$ cat src/rtl/uart_receive_param.sv
// rtl/uart_receive_param.sv - parametrised UART receiver with 3-sample majority vote
// Reports parity, framing, break and overrun status alongside each received word.
module uart_receive_param #(
  parameter int CLOCK_SPEED = 100_000_000,
  parameter int BAUD_RATE   = 2_000_000,
  parameter int OVERSAMPLE  = 16,
  parameter int DATA_BITS   = 8,
  parameter int PARITY      = 0,
  parameter int STOP_BITS   = 1
) (
  input  logic                 clk,
  input  logic                 reset,
  input  logic                 rx,
  input  logic                 readData,
  output logic                 ready,
  output logic [DATA_BITS-1:0] dataOut,
  output logic                 parityErr,
  output logic                 frameErr,
  output logic                 breakDet,
  output logic                 overrun
);

  localparam int DIV_RAW = CLOCK_SPEED / (BAUD_RATE * OVERSAMPLE);
  localparam int DIV     = (DIV_RAW < 1) ? 1 : DIV_RAW;
  localparam int DIV_W   = (DIV > 1) ? $clog2(DIV) : 1;
  localparam int SC_W    = $clog2(OVERSAMPLE);
  localparam int BI_W    = $clog2(DATA_BITS);
  localparam int M       = OVERSAMPLE / 2;

  localparam logic [DIV_W-1:0] DIV_LAST  = DIV_W'(DIV - 1);
  localparam logic [SC_W-1:0]  SC_LAST   = SC_W'(OVERSAMPLE - 1);
  localparam logic [SC_W-1:0]  SC_V0     = SC_W'(M - 1);
  localparam logic [SC_W-1:0]  SC_V1     = SC_W'(M);
  localparam logic [SC_W-1:0]  SC_VOTE   = SC_W'(M + 1);
  localparam logic [BI_W-1:0]  BI_LAST   = BI_W'(DATA_BITS - 1);
  localparam logic             STOP_LAST = 1'(STOP_BITS - 1);
  localparam logic             PAR_ODD   = (PARITY == 1);
  localparam logic             PAR_EN    = (PARITY != 0);

  typedef enum logic [2:0] {S_IDLE, S_START, S_DATA, S_PARITY, S_STOP} state_t;

  state_t               state;
  logic                 rx_meta, rxs;
  logic [DIV_W-1:0]     div_cnt;
  logic [SC_W-1:0]      sc;
  logic [BI_W-1:0]      bit_idx;
  logic                 stop_idx;
  logic                 v0, v1;
  logic [DATA_BITS-1:0] shreg;
  logic                 p_err, f_err, all_zero;

  logic tick, vote, par_x, frame_done;

  assign tick  = (div_cnt == DIV_LAST);
  assign vote  = (v0 & v1) | (v0 & rxs) | (v1 & rxs);
  assign par_x = (^shreg) ^ vote;
  // The frame completes at the last stop-bit vote so the next start edge is caught early.
  assign frame_done = tick && (state == S_STOP) && (sc == SC_VOTE) && (stop_idx == STOP_LAST);

  always_ff @(posedge clk) begin
    if (reset) begin
      rx_meta   <= 1'b1;
      rxs       <= 1'b1;
      div_cnt   <= '0;
      state     <= S_IDLE;
      sc        <= '0;
      bit_idx   <= '0;
      stop_idx  <= 1'b0;
      v0        <= 1'b1;
      v1        <= 1'b1;
      shreg     <= '0;
      p_err     <= 1'b0;
      f_err     <= 1'b0;
      all_zero  <= 1'b0;
      ready     <= 1'b0;
      dataOut   <= '0;
      parityErr <= 1'b0;
      frameErr  <= 1'b0;
      breakDet  <= 1'b0;
      overrun   <= 1'b0;
    end else begin
      rx_meta <= rx;
      rxs     <= rx_meta;
      div_cnt <= tick ? '0 : div_cnt + 1'b1;

      if (tick) begin
        if (state == S_IDLE) begin
          if (!rxs) begin
            state    <= S_START;
            sc       <= '0;
            p_err    <= 1'b0;
            f_err    <= 1'b0;
            all_zero <= 1'b1;
          end
        end else begin
          sc <= (sc == SC_LAST) ? '0 : sc + 1'b1;
          if (sc == SC_V0) v0 <= rxs;
          if (sc == SC_V1) v1 <= rxs;
          if (sc == SC_VOTE && vote && state != S_START) all_zero <= 1'b0;

          case (state)
            S_START: begin
              if (sc == SC_VOTE && vote) begin
                state <= S_IDLE;
              end else if (sc == SC_LAST) begin
                state   <= S_DATA;
                bit_idx <= '0;
              end
            end
            S_DATA: begin
              if (sc == SC_VOTE) shreg[bit_idx] <= vote;
              if (sc == SC_LAST) begin
                if (bit_idx == BI_LAST) begin
                  state    <= PAR_EN ? S_PARITY : S_STOP;
                  stop_idx <= 1'b0;
                end else begin
                  bit_idx <= bit_idx + 1'b1;
                end
              end
            end
            S_PARITY: begin
              if (sc == SC_VOTE) p_err <= PAR_ODD ? ~par_x : par_x;
              if (sc == SC_LAST) state <= S_STOP;
            end
            S_STOP: begin
              if (sc == SC_VOTE) begin
                if (!vote) f_err <= 1'b1;
                if (stop_idx == STOP_LAST) state <= S_IDLE;
              end
              if (sc == SC_LAST) stop_idx <= 1'b1;
            end
            default: state <= S_IDLE;
          endcase
        end
      end

      if (frame_done) begin
        if (!ready || readData) begin
          dataOut   <= shreg;
          parityErr <= PAR_EN & p_err;
          frameErr  <= f_err | ~vote;
          breakDet  <= all_zero & ~vote;
          ready     <= 1'b1;
        end else begin
          overrun <= 1'b1;
        end
      end else if (readData) begin
        ready   <= 1'b0;
        overrun <= 1'b0;
      end
    end
  end

endmodule

$ cat config.mk
export PLATFORM = sky130hd
export DESIGN_NAME = uart_receive_param
export DESIGN_NICKNAME = d
export VERILOG_FILES = /design/src/rtl/uart_receive_param.sv
export SDC_FILE = /design/constraint.sdc
export NUM_CORES = 1
export LEC_CHECK = 0
export CORE_UTILIZATION = 56
export DETAILED_ROUTE_END_ITERATION = 10
export PLACE_DENSITY = 0.85
export SLEW_MARGIN = 20
export SYNTH_ARGS = -nofsm -noshare
export SYNTH_HDL_FRONTEND = slang
export SYNTH_SLANG_ARGS = --single-unit
$ cat constraint.sdc
create_clock -name clk -period 2 [get_ports clk]
set_input_delay 0.2 -clock clk [delete_from_list [all_inputs] [get_ports clk]]
set_output_delay 0.2 -clock clk [all_outputs]
set_load 0.01 [all_outputs]
==> results.sh, run 1 <==
export IMPL_synth_top_family_by_area="simple AND/OR/NAND/NOR gates"
export IMPL_cts_sinks=39
export IMPL_die_h_um=58.8
export IMPL_syn_inst=194
export IMPL_io_pin_count=17
export IMPL_crit_type="reg -> reg"
export IMPL_htree_levels=2
export IMPL_grt_max_degree=17
export IMPL_path_buf_inv=0
export IMPL_dr_pass1_iters=4
export IMPL_rsz0062_at_grt="no"
export IMPL_p_total_mw=1.28
export IMPL_grt_pass1_vias=1376
export IMPL_wire_per_inst_um=14.8
export IMPL_cp_cell_sequence="or3b_4 -> or3_1 -> o311ai_1 -> o41ai_1"
export IMPL_tightestPinTransition_ns=0.706
export IMPL_drtIter0Drc=99
export IMPL_cp_max_fo=9
export IMPL_fin_crit_ns=1.90
export IMPL_pwr_density_cell_nw_per_um2=615
export IMPL_clockRootBuffer="clkbuf_4"
export IMPL_via_per_inst=5.91
export IMPL_cts_hold_buf=0
export IMPL_synth_area_um2=1810
export IMPL_synth_mux_area_fraction=0.0837
export IMPL_io_buffers=15
export IMPL_post_synth_num_cell_types=48
export IMPL_worstPathArrival_ns=2.14
export IMPL_die_area_um2=3460
export IMPL_cp_start_kind="flip-flop"
export IMPL_route_detailed_drc=0
export IMPL_synthXorXnorAreaFrac=0
export IMPL_synth_async_reset_ratio=0
export IMPL_yosysTopAreaCell="dfxtp_1"
export IMPL_relSlewSlack=0.525
export IMPL_finalSetupViolCount=0
export IMPL_grt_pass1_wl_mm=6.11
export IMPL_cts_buffers=5
export IMPL_core_area_um2=3050
export IMPL_yosys_warnings=0
export IMPL_dr_total_vias=1513
export IMPL_synth_compound_area_frac=0.163
export IMPL_nets=222
export IMPL_end_kind="flip-flop"
export IMPL_layout_commonest_cell="dfxtp_1"
export IMPL_fp_dieW_um=58.8
export IMPL_finClkSkew_ns=0.0133
export IMPL_status="finished, final reports clean"
export IMPL_grt_ovfl_total=0
export IMPL_area_delta_synth_final_pct=14.8
export IMPL_nFillCells=259
export IMPL_antenna_found_initial=0
export IMPL_cts_buffer_depth=2
export IMPL_p_leak_nw=0.777
export IMPL_clk_pin_slew_ns=0.12
export IMPL_min_period_over_period=0.948
export IMPL_cts_tree="done"
export IMPL_syn_avg_cell_area_um2=9.32
export IMPL_antenna_left=0
export IMPL_totalWireLength_mm=3.78
export IMPL_cap_violations=0
export IMPL_synthTopCellsByArea="dfxtp_1 43%, mux2i_1 7.8%, ha_1 4.2%"
export IMPL_grtUsageTotal=0.236
export IMPL_cp_required_ns=2.25
export IMPL_postCtsSetupBuffers=0
export IMPL_synth_top_area_frac=0.432
export IMPL_fmax_mhz=527
export IMPL_synth_simple_area_share=0.199
export IMPL_yosysSeqAreaShare=0.432
export IMPL_place_gp_congestion=0.931
export IMPL_setup_tns_ns=0
export IMPL_critPathMaxStageDelay_ns=0.50
export IMPL_rows=20
export IMPL_ys_ff_latch=39
export IMPL_clk_latency_ns=0.36
export IMPL_n_antenna_cell=0
export IMPL_crit_family="simple AND/OR/NAND/NOR gates"
export IMPL_dpl_hpwl_mm=2.56
export IMPL_final_cell_mix="37 x dfxtp_1, 17 x nor2_1, 15 x clkdlybuf4s50_1"
export IMPL_synth_adder_area_share=0.0471
export IMPL_synth_edf_count=0
export IMPL_report_final_slew_viol_count=0
export IMPL_initial_core_util=0.592
export IMPL_syn_nets=204
export IMPL_ys_flop_type="dfxtp_1"
export IMPL_drive_gt1_frac=0.137
export IMPL_cp_slowest_cell="or3_1"
export IMPL_peakVddDrop_mv=0.456
export IMPL_hold_violations=0
export IMPL_min_path_type="in -> reg"
## synth_stat cells (2+ instances only)
library cell,number
nand2b_1,3
nor3_1,7
buf_6,4
buf_2,3
or2_2,2
nand3_1,6
nand2_1,13
o21ai_0,2
o22ai_1,2
o31ai_1,5
nor2_1,17
a311oi_1,2
clkbuf_1,5
nor4_1,2
o41ai_1,5
nand3b_1,3
mux2i_1,14
o311ai_1,2
dfxtp_1,39
ha_1,6
a22o_1,2
or3_1,3
inv_1,11
a21oi_1,12
## path summary, 6_finish.rpt
kind | startpoint | end | slack [ns] | depth (start not counted)
setup / recovery | state[0] | shreg[1] | 0.10 | 4
hold / removal | rx | rx_meta | 0.42 | 2
setup reg to reg | state[0] | shreg[1] | 0.10 | 4
hold reg to reg | div_cnt[0] | div_cnt[0] | 0.42 | 1
## registers in the layout, summed over array words and instances, names as in the netlist, 2 cells and up
| signal | cells |
|---|---|
| sc | 4 |
| shreg | 8 |
| state | 3 |
| dataOut | 8 |
| div_cnt | 2 |
| bit_idx | 3 |
## cell families (layout without fill, tap and decap cells)
logic type / Yosys count / count (layout)
multiplexers: 15 / 15
AND/OR/NAND/NOR: 66 / 66
buffers and inverters: 25 / 43
flip-flops: 39 / 39
AO/OA/AOI/OAI: 41 / 41
other: 1 / 1
adder cells (fa/ha/maj): 7 / 7
## per-layer routing
metal  wire, µm  global-route usage  part of all wire  vias to the layer above
met4         65               0.105             0.017                        0
met2       1790               0.365              0.48                       50
li1           -                   -                 -                      736
met1       1720               0.300              0.45                      719
met5          0                   0                 0                        -
met3        198              0.0769             0.052                        8
## report_power, final
group          internal (mW)  total (mW)  switching (mW)
sequential             0.787       0.793         0.00567
combinational         0.0283      0.0692          0.0409
clock                  0.163       0.414           0.251
## final cells by class
type | instances | area [µm²] | area share
tap | 44 | 55.1 | 0.0265
clock buffer | 6 | 51.3 | 0.0247
timing repair buffer | 25 | 225 | 0.108
multi-input combinational | 130 | 915 | 0.441
clock inverter | 1 | 5.00 | 0.00241
sequential | 39 | 783 | 0.377
inverter | 11 | 41.3 | 0.0199
## per-stage QoR
| stage | util | worst slack, ns | cell area (µm²) | hold slack, ns | std cells |
|---|---|---|---|---|---|
| 4_1_cts | 0.675 | 0.0776 | 2060 | 0.413 | 256 |
| 3_5_place_dp | 0.654 | 0.125 | 2000 | 0.403 | 249 |
| 2_1_floorplan | - | 0.208 | 1810 | 0.304 | 194 |
| 3_3_place_gp | 0.654 | 0.206 | 2000 | 0.396 | 249 |
| 6_report | 0.680 | 0.104 | 2080 | 0.415 | 256 |
| 5_1_grt | 0.680 | 0.0149 | 2080 | 0.410 | 256 |
## repair_timing
item	CTS	global route
endpoints found under the hold margin	0	0
gates resized for setup	1	3
setup endpoints to repair	1	5
cloned	0	0
## worst reg2reg max path, cell delays in order, from the launching register on
cell and delay [ns]:
dfxtp_1 0.41, or3b_4 0.45, or3_1 0.50, o311ai_1 0.30
o41ai_1 0.13
Note: power is estimated with default switching activity, not from simulation.
==> run 2, diff against run 1 <==
- CTS_CLUSTER_SIZE: unset -> 14
==> results of run 2 <==
Same layout as run 1: the final DEF is identical, and so are final timing and power.
